<file path="src/rtl/sequencer_mc.sv">
// sequencer_mc: control sequencer for the tiny CPU core.
// Steps each instruction through fetch, decode, execute and writeback phases.
// Supports multi-beat fetch, a configurable ALU dwell, a wait-state watchdog
// with a fault trap, and halt/single-step debug control.
// Optional feature: define SEQ_RETIRE_COUNTER_EN to build the 32-bit
// retired-instruction counter. Without it, retire_count_out is tied to zero.
module sequencer_mc #(
  parameter int FETCH_WORDS = 1,
  parameter int ALU_CYCLES  = 1,
  parameter int TIMEOUT_W   = 8
) (
  input  logic        clk_in,
  input  logic        reset_in,
  input  logic        mem_busy_in,
  input  logic        inst_fetch_done_in,
  input  logic        data_read_done_in,
  input  logic [1:0]  inst_type_in,
  input  logic [1:0]  imm_type_in,
  input  logic        halt_req_in,
  input  logic        step_in,
  input  logic        fault_clear_in,
  output logic [3:0]  seq_state_out,
  output logic [1:0]  fetch_beat_out,
  output logic        retire_out,
  output logic        halted_out,
  output logic        fault_out,
  output logic [31:0] retire_count_out
);

  typedef enum logic [3:0] {
    S_FETCH          = 4'd0,
    S_FETCH_WAIT     = 4'd1,
    S_DECODE         = 4'd2,
    S_LOAD_MEM       = 4'd3,
    S_LOAD_MEM_WAIT  = 4'd4,
    S_STORE_MEM      = 4'd5,
    S_STORE_MEM_WAIT = 4'd6,
    S_ALU_EXEC       = 4'd7,
    S_UPDATE_PC      = 4'd8,
    S_HALT           = 4'd9,
    S_FAULT          = 4'd10
  } state_t;

  // Last fetch beat index, last ALU dwell count, and the watchdog count at
  // which a further idle wait cycle would reach the limit (2^TIMEOUT_W-1).
  localparam logic [1:0]           BEAT_LAST = 2'(FETCH_WORDS - 1);
  localparam logic [2:0]           ALU_LAST  = 3'(ALU_CYCLES - 1);
  localparam logic [TIMEOUT_W-1:0] WAIT_LAST = ~TIMEOUT_W'(1);

  state_t               r_state;
  state_t               w_next_state;
  logic [1:0]           r_beat;
  logic [1:0]           w_next_beat;
  logic [TIMEOUT_W-1:0] r_wait;
  logic [TIMEOUT_W-1:0] w_next_wait;
  logic [2:0]           r_alu;
  logic [2:0]           w_next_alu;
  logic                 w_in_wait;
  logic                 w_wait_exit;

  // Next-state logic. Counters fall back to zero outside their own states,
  // so they are always clear on entry. The watchdog check comes last and
  // only fires when the wait state has no exit this cycle, so an exit that
  // arrives on the limit cycle still wins.
  always_comb begin
    w_next_state = r_state;
    w_next_beat  = r_beat;
    w_next_wait  = '0;
    w_next_alu   = '0;
    w_in_wait    = 1'b0;
    w_wait_exit  = 1'b0;
    case (r_state)
      S_FETCH: w_next_state = S_FETCH_WAIT;
      S_FETCH_WAIT: begin
        w_in_wait   = 1'b1;
        w_wait_exit = inst_fetch_done_in;
        if (inst_fetch_done_in) begin
          if (r_beat < BEAT_LAST) begin
            w_next_beat  = r_beat + 2'd1;
            w_next_state = S_FETCH;
          end else begin
            w_next_beat  = 2'd0;
            w_next_state = S_DECODE;
          end
        end
      end
      S_DECODE: begin
        case (inst_type_in)
          2'b00, 2'b01: w_next_state = S_UPDATE_PC;
          2'b10:        w_next_state = S_ALU_EXEC;
          2'b11: begin
            if (imm_type_in[1])      w_next_state = S_UPDATE_PC;
            else if (imm_type_in[0]) w_next_state = S_STORE_MEM;
            else                     w_next_state = S_LOAD_MEM;
          end
        endcase
      end
      S_LOAD_MEM: w_next_state = S_LOAD_MEM_WAIT;
      S_LOAD_MEM_WAIT: begin
        w_in_wait   = 1'b1;
        w_wait_exit = data_read_done_in;
        if (data_read_done_in) w_next_state = S_UPDATE_PC;
      end
      S_STORE_MEM: w_next_state = S_STORE_MEM_WAIT;
      S_STORE_MEM_WAIT: begin
        w_in_wait   = 1'b1;
        w_wait_exit = ~mem_busy_in;
        if (!mem_busy_in) w_next_state = S_UPDATE_PC;
      end
      S_ALU_EXEC: begin
        if (r_alu == ALU_LAST) w_next_state = S_UPDATE_PC;
        else                   w_next_alu   = r_alu + 3'd1;
      end
      S_UPDATE_PC: w_next_state = halt_req_in ? S_HALT : S_FETCH;
      S_HALT: begin
        if (!halt_req_in || step_in) w_next_state = S_FETCH;
      end
      S_FAULT: begin
        if (fault_clear_in) begin
          w_next_state = S_FETCH;
          w_next_beat  = 2'd0;
        end
      end
      default: w_next_state = S_FETCH;
    endcase
    if (w_in_wait && !w_wait_exit) begin
      if (r_wait == WAIT_LAST) w_next_state = S_FAULT;
      else                     w_next_wait  = r_wait + 1'b1;
    end
  end

  // State and counter registers; reset abandons any instruction in flight.
  always_ff @(posedge clk_in or posedge reset_in) begin
    if (reset_in) begin
      r_state <= S_FETCH;
      r_beat  <= 2'd0;
      r_wait  <= '0;
      r_alu   <= 3'd0;
    end else begin
      r_state <= w_next_state;
      r_beat  <= w_next_beat;
      r_wait  <= w_next_wait;
      r_alu   <= w_next_alu;
    end
  end

  assign seq_state_out  = r_state;
  assign fetch_beat_out = r_beat;
  assign retire_out     = (r_state == S_UPDATE_PC);
  assign halted_out     = (r_state == S_HALT);
  assign fault_out      = (r_state == S_FAULT);

`ifdef SEQ_RETIRE_COUNTER_EN
  logic [31:0] r_retire_count;

  // Count every UPDATE_PC cycle, wrapping naturally; only reset clears it.
  always_ff @(posedge clk_in or posedge reset_in) begin
    if (reset_in) r_retire_count <= 32'd0;
    else if (r_state == S_UPDATE_PC) r_retire_count <= r_retire_count + 32'd1;
  end

  assign retire_count_out = r_retire_count;
`else
  assign retire_count_out = 32'd0;
`endif

endmodule

</file>
<file path="config.mk">
export PLATFORM = sky130hd
export DESIGN_NAME = sequencer_mc
export DESIGN_NICKNAME = d
export VERILOG_FILES = /design/src/rtl/sequencer_mc.sv
export SDC_FILE = /design/constraint.sdc
export NUM_CORES = 1
export LEC_CHECK = 0
export ABC_AREA = 0
export ABC_CLOCK_PERIOD_IN_PS = 1600
export CORE_MARGIN = 2
export CORE_UTILIZATION = 43
export CTS_BUF_LIST = sky130_fd_sc_hd__clkbuf_8
export DETAILED_ROUTE_END_ITERATION = 16
export PLACE_DENSITY = 0.79
export SETUP_SLACK_MARGIN = 0.3
export SLEW_MARGIN = 20
export SYNTH_ARGS = -nofsm -noshare
export SYNTH_HDL_FRONTEND = slang
export SYNTH_SLANG_ARGS = --single-unit
</file>
<file path="constraint.sdc">
create_clock -name clk_in -period 1.6 [get_ports clk_in]
set_input_delay 0.16 -clock clk_in [delete_from_list [all_inputs] [get_ports clk_in]]
set_output_delay 0.16 -clock clk_in [all_outputs]
set_load 0.05 [all_outputs]
</file>
Yosys cells after proc, flatten, opt, wreduce, memory -nomap -nowiden
Index checks and enable logic that the tools add are counted.
W data, S select, Z words.
{"block": "classes", "addsub": 3, "order_cmp": 1, "eq_ne": 16, "mux": 24, "bitwise": 1, "reduce_logical": 11}
{"cell": "$pmux W4 S11", "n": 1}
{"cell": "$mux W4", "n": 10}
{"cell": "$eq A4 B3 Y1 const B", "n": 4}
{"cell": "$mux W8", "n": 2}
{"cell": "$eq A4 B4 Y1 const B", "n": 3}
{"cell": "$pmux W4 S3", "n": 1}
{"cell": "$mux W3", "n": 3}
{"cell": "$add A8 B1 Y8 const B", "n": 1}
{"cell": "$eq A4 B2 Y1 const B", "n": 2}
{"cell": "$eq A8 B8 Y1 const B", "n": 1}
{"cell": "$mux W2", "n": 4}
{"cell": "$eq A2 B2 Y1 const B", "n": 2}
{"cell": "$eq A4 B1 Y1 const B", "n": 1}
{"cell": "$logic_not A4 Y1", "n": 1}
{"cell": "$ne A2 B2 Y1 const B", "n": 2}
{"cell": "$pmux W2 S2", "n": 1}
{"cell": "$add A3 B1 Y3 const B", "n": 1}
{"cell": "$logic_not A3 Y1", "n": 1}
{"cell": "$pmux W1 S3", "n": 1}
{"cell": "$reduce_and A3 Y1", "n": 1}
{"cell": "$reduce_or A3 Y1", "n": 1}
{"cell": "$add A2 B1 Y2 const B", "n": 1}
{"cell": "$eq A2 B1 Y1 const B", "n": 1}
{"cell": "$logic_not A1 Y1", "n": 2}
{"cell": "8 further kinds", "n": 8}
{"block": "word_totals", "regBits": 17, "inputBits": 12, "out_inout_bits": 41, "wordCells": 60}

Depth between registers and ports, before layout
Gate-level depths: netlist (run 1).
{"block": "logic_depth", "depth_word": 6, "depth_mapped": 6, "depth_no_buf": 6}

Worst setup path before layout (run 1)
OpenSTA, ideal clock, no wires.
{"block": "synth_path", "path_type": "register -> output", "startpoint": "register r_state[2], in the netlist seq_state_out[2]", "endpoint": "output port halted_out", "arrival_time_ps": 2188, "t_required_ps": 1440, "path_slack_ps": -748, "stages_incl_launch_ff": 4, "n_path_buf": 1, "path_cell_list": "dfrtp_1 buf_4 nand2b_1 nor3b_1"}
{"block": "synth_between", "elab_chain_len": 1}
{"element": "from (decl)", "line": "50", "source": "state_t r_state;"}
{"element": "from (signal assigned)", "line": "140", "source": "r_state <= w_next_state;"}
{"element": "$eq A4 B4 Y1", "line": "150", "source": "assign halted_out = (r_state == S_HALT);"}
{"element": "to (decl)", "line": "25", "source": "output logic halted_out,"}
Every way passes these cells.

Final worst setup path (run 1)
{"block": "layout_path", "startpoint": "register r_state[1], in the netlist seq_state_out[1]", "endpoint": "output port halted_out"}
The elaborated chain is that of the path after synthesis.

==> metrics.txt, run 1 <==
# TYPE chip_impl_metric gauge
chip_impl_info{name="status",value="completed"} 1
chip_impl_metric{name="stdcell_area",unit="um^2"} 1680
chip_impl_metric{name="drt_pre_antenna_iters",unit=""} 4
chip_impl_info{name="timing.critical_path.slowest_stage_cell",value="sky130_fd_sc_hd__dfrtp_2"} 1
chip_impl_info{name="synth.area.top_cells",value="sky130_fd_sc_hd__dfrtp_1 31%, sky130_fd_sc_hd__buf_4 22%, sky130_fd_sc_hd__ha_1 4.1%, sky130_fd_sc_hd__nor2_1 4.0%, sky130_fd_sc_hd__xor2_1 3.6%"} 1
chip_impl_metric{name="finalHoldViolCount",unit=""} 0
chip_impl_metric{name="grt_pass1_vias",unit=""} 968
chip_impl_metric{name="routed_via_density",unit=""} 4.81
chip_impl_info{name="cts_root_buffer",value="sky130_fd_sc_hd__clkbuf_8"} 1
chip_impl_info{name="crit_type",value="register to output pin"} 1
chip_impl_metric{name="power.internal",unit="uW"} 1230
chip_impl_metric{name="synth-edff-count",unit=""} 0
chip_impl_metric{name="n_diodes",unit=""} 0
chip_impl_metric{name="reg2regPathDepth",unit=""} 5
chip_impl_metric{name="seqPwrFrac",unit=""} 0.244
chip_impl_metric{name="die-area",unit="um^2"} 3280
chip_impl_metric{name="wl_met1",unit="um"} 1120
chip_impl_metric{name="critical-path-max-stage-delay",unit="ns"} 0.48
chip_impl_metric{name="synth-xor-area-share",unit=""} 0.0503
chip_impl_metric{name="route.vias.total",unit=""} 996
chip_impl_metric{name="pwrdens",unit="nW/um^2"} 1370
chip_impl_metric{name="totalWireLength",unit="um"} 2840
chip_impl_metric{name="place_hpwl",unit="um"} 1730
chip_impl_metric{name="detail_route.drc_violations",unit=""} 0
chip_impl_info{name="cp_top_family",value="flip-flops"} 1
chip_impl_metric{name="synth_adder_area_share",unit=""} 0.0411
chip_impl_metric{name="cts_buffers",unit=""} 3
chip_impl_metric{name="synth-compound-area-share",unit=""} 0.0986
chip_impl_metric{name="globalplace.congestion",unit=""} 0.832
chip_impl_metric{name="data_required_time_of_the_worst_path",unit="ns"} 1.44
chip_impl_metric{name="maximum_number_of_pins_on_one_net_before_global_route_repair",unit=""} 16
chip_impl_info{name="reg2reg_end",value="seq_state_out[2]"} 1
chip_impl_metric{name="dpl-instance-area",unit="um^2"} 1390
chip_impl_metric{name="routedWlPerCell",unit="um"} 13.7
chip_impl_metric{name="route.met3.wl",unit="um"} 174
chip_impl_metric{name="sw_frac_of_total",unit=""} 0.462
chip_impl_metric{name="utilization",unit=""} 0.614
chip_impl_metric{name="htreeDepth",unit=""} 1
chip_impl_metric{name="fraction_of_layout_instances_using_a_drive_strength_above_1",unit=""} 0.324
chip_impl_metric{name="post-route-period-util",unit=""} 0.902
chip_impl_info{name="cp_cell_sequence",value="buf_6 > nor3b_4 > buf_12"} 1
chip_impl_info{name="cts_tree",value="done"} 1
chip_impl_metric{name="core.rowCount",unit=""} 19
chip_impl_metric{name="path_clk_slew",unit="ns"} 0.07
chip_impl_info{name="top_routing_layer_in_use",value="met4"} 1
chip_impl_metric{name="post_synth_inst_count",unit=""} 138
chip_impl_metric{name="slew_headroom",unit=""} 0.614
chip_impl_metric{name="async_set_reset_flop_share_out_of_synthesis",unit=""} 1.00
chip_impl_info{name="yosys.cell_count.top_type",value="sky130_fd_sc_hd__buf_4"} 1
chip_impl_metric{name="final_period_minus_worst_setup_slack",unit="ns"} 1.44
chip_impl_metric{name="fin_nets",unit=""} 193
chip_impl_metric{name="leakage_power",unit="uW"} 0.000778
chip_impl_metric{name="finalMaxSlewViolations",unit=""} 0
chip_impl_info{name="synth_top_family_by_area",value="buffers and inverters"} 1
chip_impl_metric{name="ys_ff_latch",unit=""} 15
chip_impl_metric{name="synth.cell_area",unit="um^2"} 1220
chip_impl_metric{name="ctsLongestPathBuffers",unit=""} 2
chip_impl_metric{name="total_of_hold_buffers_inserted_after_clock_tree_synthesis",unit=""} 0
chip_impl_info{name="rsz0062_at_grt",value="true"} 1
chip_impl_metric{name="clock_power_share",unit=""} 0.143
chip_impl_metric{name="wire_length_of_the_first_global_routing_pass",unit="um"} 4420
chip_impl_metric{name="drt-initial-drc-count",unit=""} 46
chip_impl_metric{name="area_added_between_synthesis_and_finish",unit="%"} 37.7
chip_impl_metric{name="clkSinkCount",unit=""} 15
chip_impl_metric{name="clock_latency",unit="ns"} 0.26
chip_impl_metric{name="chipWidth",unit="um"} 57.2
chip_impl_metric{name="vdd_ir_drop_max",unit="mV"} 0.975
chip_impl_metric{name="max_freq",unit="GHz"} 0.693
chip_impl_metric{name="comb_power_share",unit=""} 0.613
chip_impl_metric{name="initial_cell_density_of_the_core",unit=""} 0.446
chip_impl_metric{name="final.setup.tns",unit="ns"} 0
chip_impl_metric{name="die_height",unit="um"} 57.2
chip_impl_metric{name="route.antenna.remaining_nets",unit=""} 0
chip_impl_info{name="netlist.top_cell.by_area",value="sky130_fd_sc_hd__dfrtp_1"} 1
chip_impl_metric{name="synth.yosys.seq_area_share",unit=""} 0.308
chip_impl_metric{name="total_power_of_the_final_layout",unit="uW"} 2290
chip_impl_metric{name="gr-usage-all-layers",unit=""} 0.174
chip_impl_info{name="hold_path_class",value="primary input to asynchronous set/reset pin"} 1
chip_impl_metric{name="grt_overflow_total",unit=""} 0
chip_impl_metric{name="synth.area.mux_share",unit=""} 0
chip_impl_metric{name="placement.setup.worst_slack",unit="ns"} 0.0117
chip_impl_metric{name="grt_antenna_before_repair",unit=""} 0
chip_impl_metric{name="arrival",unit="ns"} 1.28
chip_impl_metric{name="portBuffers",unit=""} 18
chip_impl_metric{name="worstMarginPinSlew",unit="ns"} 0.578
chip_impl_metric{name="setup_violations",unit=""} 0
chip_impl_info{name="synth.top_cells.by_count",value="36 x sky130_fd_sc_hd__buf_4, 15 x sky130_fd_sc_hd__dfrtp_1, 13 x sky130_fd_sc_hd__nor2_1"} 1
chip_impl_metric{name="net_switching_power_of_the_design",unit="uW"} 1060
chip_impl_metric{name="synthDistinctLibCells",unit=""} 38
chip_impl_metric{name="worst-r2r-setup-slack",unit="ns"} 0.16
chip_impl_metric{name="design.core.area",unit="um^2"} 2730
chip_impl_info{name="critPathLaunchType",value="register"} 1
chip_impl_metric{name="synthDominantCellAreaShare",unit=""} 0.308
chip_impl_metric{name="dr_wl_met2",unit="um"} 1460
chip_impl_metric{name="synth_simple_gate_area_share",unit=""} 0.248
chip_impl_info{name="synth_ff_type",value="sky130_fd_sc_hd__dfrtp_1"} 1
chip_impl_metric{name="crit_buf_inv",unit=""} 2
chip_impl_info{name="crit_path_end_kind",value="output pin"} 1
chip_impl_info{name="regToRegStartpoint",value="seq_state_out[1]"} 1
chip_impl_metric{name="timing.final.ws_setup",unit="ns"} 0.156
chip_impl_metric{name="yosysWarnings",unit=""} 0
chip_impl_metric{name="clock_skew",unit="ns"} 0.00490
chip_impl_metric{name="cap_viol_max_count",unit=""} 0
chip_impl_metric{name="ios",unit=""} 53
chip_impl_metric{name="post_synth.cell_area_avg",unit="um^2"} 8.83
chip_impl_metric{name="worstPathMaxFanout",unit=""} 7
==> per-layer routing <==
metal  GRT usage  up-vias
met4      0.0897        0
met1       0.209      462
met3      0.0408       11
met5           0        -
li1            -      477
met2       0.289       46
==> worst register-to-register path: cells and delay by family, from the launching register on <==
kind / cells / cell delay [ns]
buffers and inverters: 1 / 0.16
AND/OR/NAND/NOR: 1 / 0.08
AO/OA/AOI/OAI: 3 / 0.63
flip-flops: 1 / 0.47
==> state kept, by name (all words and copies together) (netlist names) <==
name,count
seq_state_out,4
r_wait,8
r_alu,3
==> how the worst max path moves through the flow <==
stage               cells past startpoint          endpoint        startpoint
floorplan                               3        halted_out  seq_state_out[2]
global placement                        5  seq_state_out[1]       mem_busy_in
global route                            5  seq_state_out[0]  seq_state_out[2]
detailed placement                      5  seq_state_out[2]   inst_type_in[1]
CTS                                     3        halted_out  seq_state_out[2]
finish                                  3        halted_out  seq_state_out[1]
==> power groups by stage <==
stage	Sequential (uW)	Clock (uW)	Combinational (uW)
6_report	559	327	1410
3_5_place_dp	576	0	992
5_1_grt	573	341	1480
4_1_cts	540	325	1250
2_1_floorplan	637	0	701
3_3_place_gp	570	0	986
==> layout by cell type, fill, tap and decap left out, types with 4 or more instances in the layout <==
cell,instances
sky130_fd_sc_hd__inv_1,8
sky130_fd_sc_hd__clkdlybuf4s50_1,11
sky130_fd_sc_hd__nor2_2,7
sky130_fd_sc_hd__ha_1,4
sky130_fd_sc_hd__dfrtp_1,11
sky130_fd_sc_hd__dfrtp_2,4
sky130_fd_sc_hd__buf_6,7
sky130_fd_sc_hd__nand2_1,7
sky130_fd_sc_hd__nor2_1,4
sky130_fd_sc_hd__xor2_1,5
sky130_fd_sc_hd__nand3_1,4
sky130_fd_sc_hd__buf_4,15
sky130_fd_sc_hd__conb_1,34
sky130_fd_sc_hd__buf_12,5
==> timing repair <==
item / CTS / global route
gates resized for setup: 8 / 19
buffers inserted: 14 / 3
endpoints found under the setup margin: 15 / 17
pin swaps: 15 / 8
==> area by class of cell <==
type,instances,area [um^2]
fillers,234,1060
repair buffers,38,402
multi-input cells,111,778
well taps,31,38.8
flip-flops and latches,15,380
clock inverters,1,7.51
clock buffers,3,41.3
inverters,8,30.0
==> metrics by stage <==
stage | cells | hold WS (ns)
after floorplan | 171 | 0.0612
after global placement | 186 | 0.447
after detailed placement | 186 | 0.462
after CTS | 204 | 0.276
after global routing | 207 | 0.322
final | 207 | 0.256
==> logic make-up (layout without fill, tap and decap cells) <==
logic type,Yosys count,count (layout)
AND/OR/NAND/NOR,50,50
buffers and inverters,45,50
AO/OA/AOI/OAI,16,16
flip-flops,15,15
XOR/XNOR,7,7
adder cells (fa/ha/maj),4,4
other,1,34
(Power assumes the default switching activity.)
==> run 2, diff against run 1 <==
--- a/config.mk
+++ b/config.mk
@@ -13,6 +13,7 @@
 export DETAILED_ROUTE_END_ITERATION = 16
 export PLACE_DENSITY = 0.79
 export SETUP_SLACK_MARGIN = 0.3
+export SKIP_CTS_REPAIR_TIMING = 1
 export SLEW_MARGIN = 20
 export SYNTH_ARGS = -nofsm -noshare
 export SYNTH_HDL_FRONTEND = slang
==> run 2 against run 1 <==
Core utilization shrank 3.6 points. Register-to-register slack got worse by 0.02 ns. Via count fell by 2.5%. Maximum frequency shrank 1.6%. Die area unchanged. Worst setup slack got worse by 0.023 ns. Non-clock buffer count decreased by 5. Power decreased by 5.9%. Hold slack better by 0.0015 ns. Sequential power down 3%.
==> metrics.txt, run 2 (same netlist as run 1, synthesis figures left out) <==
# TYPE chip_impl_metric gauge
chip_impl_metric{name="design.core.area",unit="um^2"} 2730
chip_impl_metric{name="route.vias.total",unit=""} 971
chip_impl_info{name="layout_common_cells",value="34 x sky130_fd_sc_hd__conb_1, 14 x sky130_fd_sc_hd__buf_4, 11 x sky130_fd_sc_hd__clkdlybuf4s50_1, 11 x sky130_fd_sc_hd__dfrtp_1, 9 x sky130_fd_sc_hd__nor2_2"} 1
chip_impl_metric{name="finalHoldViolCount",unit=""} 0
chip_impl_info{name="status",value="completed"} 1
chip_impl_metric{name="gr-usage-all-layers",unit=""} 0.142
chip_impl_metric{name="dp_cells",unit=""} 186
chip_impl_metric{name="totalWireLength",unit="um"} 2680
chip_impl_metric{name="routed_via_density",unit=""} 4.81
chip_impl_metric{name="htreeDepth",unit=""} 1
chip_impl_metric{name="core.rowCount",unit=""} 19
chip_impl_metric{name="leakage_power",unit="uW"} 0.000751
chip_impl_metric{name="max_freq",unit="GHz"} 0.682
chip_impl_metric{name="globalplace.congestion",unit=""} 0.832
chip_impl_metric{name="worstPathMaxFanout",unit=""} 6
chip_impl_metric{name="chipWidth",unit="um"} 57.2
chip_impl_metric{name="grt_overflow_total",unit=""} 0
chip_impl_metric{name="largest_register_ffs",unit=""} 8
chip_impl_metric{name="maximum_number_of_pins_on_one_net_before_global_route_repair",unit=""} 16
chip_impl_metric{name="arrival",unit="ns"} 1.63
chip_impl_info{name="crit_type",value="register to register"} 1
chip_impl_metric{name="post-route-period-util",unit=""} 0.917
chip_impl_metric{name="final_cell_count_no_fill",unit=""} 202
chip_impl_metric{name="cts_buffers",unit=""} 3
chip_impl_metric{name="utilization",unit=""} 0.578
chip_impl_metric{name="drt-initial-drc-count",unit=""} 28
chip_impl_info{name="layout.cells.most_common",value="sky130_fd_sc_hd__conb_1"} 1
chip_impl_metric{name="route.antenna.remaining_nets",unit=""} 0
chip_impl_metric{name="setup_violations",unit=""} 0
chip_impl_metric{name="clock_latency",unit="ns"} 0.25
chip_impl_metric{name="clkSinkCount",unit=""} 15
chip_impl_metric{name="data_required_time_of_the_worst_path",unit="ns"} 1.76
chip_impl_info{name="hold_path_class",value="primary input to asynchronous set/reset pin"} 1
chip_impl_metric{name="portBuffers",unit=""} 18
chip_impl_metric{name="ctsLongestPathBuffers",unit=""} 2
chip_impl_metric{name="routedWlPerCell",unit="um"} 13.3
chip_impl_metric{name="clock_skew",unit="ns"} 0.00527
chip_impl_info{name="crit_path_end_kind",value="register"} 1
chip_impl_metric{name="vdd_ir_drop_max",unit="mV"} 0.937
chip_impl_metric{name="die_height",unit="um"} 57.2
chip_impl_metric{name="final.setup.tns",unit="ns"} 0
chip_impl_metric{name="detail_route.drc_violations",unit=""} 0
chip_impl_metric{name="filler_cell_count",unit=""} 249
chip_impl_metric{name="area_added_between_synthesis_and_finish",unit="%"} 29.7
chip_impl_info{name="register_with_the_highest_flop_count",value="r_wait"} 1
chip_impl_metric{name="hold_slack",unit="ns"} 0.257
chip_impl_metric{name="grt_antenna_before_repair",unit=""} 0
chip_impl_metric{name="fin_nets",unit=""} 188
chip_impl_metric{name="path_clk_slew",unit="ns"} 0.07
chip_impl_metric{name="grt_pass1_vias",unit=""} 854
chip_impl_metric{name="place_hpwl",unit="um"} 1730
chip_impl_metric{name="drt_pre_antenna_iters",unit=""} 5
chip_impl_info{name="cts_root_buffer",value="sky130_fd_sc_hd__clkbuf_8"} 1
chip_impl_metric{name="wire_length_of_the_first_global_routing_pass",unit="um"} 3630
chip_impl_info{name="rsz0062_at_grt",value="true"} 1
chip_impl_metric{name="pwrdens",unit="nW/um^2"} 1360
chip_impl_info{name="critPathLaunchType",value="register"} 1
chip_impl_metric{name="worstMarginPinSlew",unit="ns"} 0.569
chip_impl_metric{name="n_diodes",unit=""} 0
chip_impl_metric{name="slew_headroom",unit=""} 0.620
chip_impl_metric{name="die-area",unit="um^2"} 3280
chip_impl_metric{name="fraction_of_layout_instances_using_a_drive_strength_above_1",unit=""} 0.287
chip_impl_metric{name="final_period_minus_worst_setup_slack",unit="ns"} 1.47
chip_impl_metric{name="ios",unit=""} 53
chip_impl_metric{name="cap_viol_max_count",unit=""} 0
chip_impl_metric{name="finalMaxSlewViolations",unit=""} 0
chip_impl_metric{name="initial_cell_density_of_the_core",unit=""} 0.446
chip_impl_info{name="cts_tree",value="done"} 1
==> run 2: final timing paths <==
check / startpoint / end / slack (ns) / cells after the start
max: seq_state_out[1] / seq_state_out[2] / 0.13 / 4
min: reset_in / r_wait[6] / 0.26 / 2
max reg2reg: seq_state_out[1] / seq_state_out[2] / 0.13 / 4
min reg2reg: r_alu[0] / r_alu[0] / 0.47 / 1
max in group asynchronous: reset_in / seq_state_out[2] / 0.93 / 2
min in group clk_in: r_alu[0] / r_alu[0] / 0.47 / 1
==> run 2: metal layers <==
metal | wire (um) | vias up | track usage
met5 | 0 | - | 0
met4 | 42 | 0 | 0.0764
met3 | 189 | 6 | 0.0363
met2 | 1350 | 56 | 0.212
met1 | 1110 | 442 | 0.189
li1 | - | 467 | -
==> run 2: worst max-delay path, stage by stage (launching register included) <==
cell                      delay [ns]
sky130_fd_sc_hd__dfrtp_2        0.47
sky130_fd_sc_hd__buf_6          0.16
sky130_fd_sc_hd__nor4b_1        0.34
sky130_fd_sc_hd__o21ai_0        0.20
sky130_fd_sc_hd__a31oi_1        0.20
==> run 2: through the flow <==
stage               cell area [um^2]  power (uW)  worst slack, ns
global route                    1580        2270           0.0581
detailed placement              1390        1570           0.0117
floorplan                       1390        1340           0.0961
finish                          1580        2160            0.133
global placement                1390        1560           0.0585
CTS                             1440        1890            0.109
==> run 2: layout make-up <==
cell class              instances  area, um^2  share of cell area
repair buffers                 33         344               0.218
inverters                       8        30.0              0.0190
clock inverters                 1        7.51             0.00475
flip-flops and latches         15         380               0.241
multi-input cells             111         738               0.467
clock buffers                   3        41.3              0.0261
well taps                      31        38.8              0.0245
==> run 2: report_power, final <==
part           switching [uW]  internal (uW)
clock network             145            175
logic                     754            537
registers                 106            439
total                    1000           1150
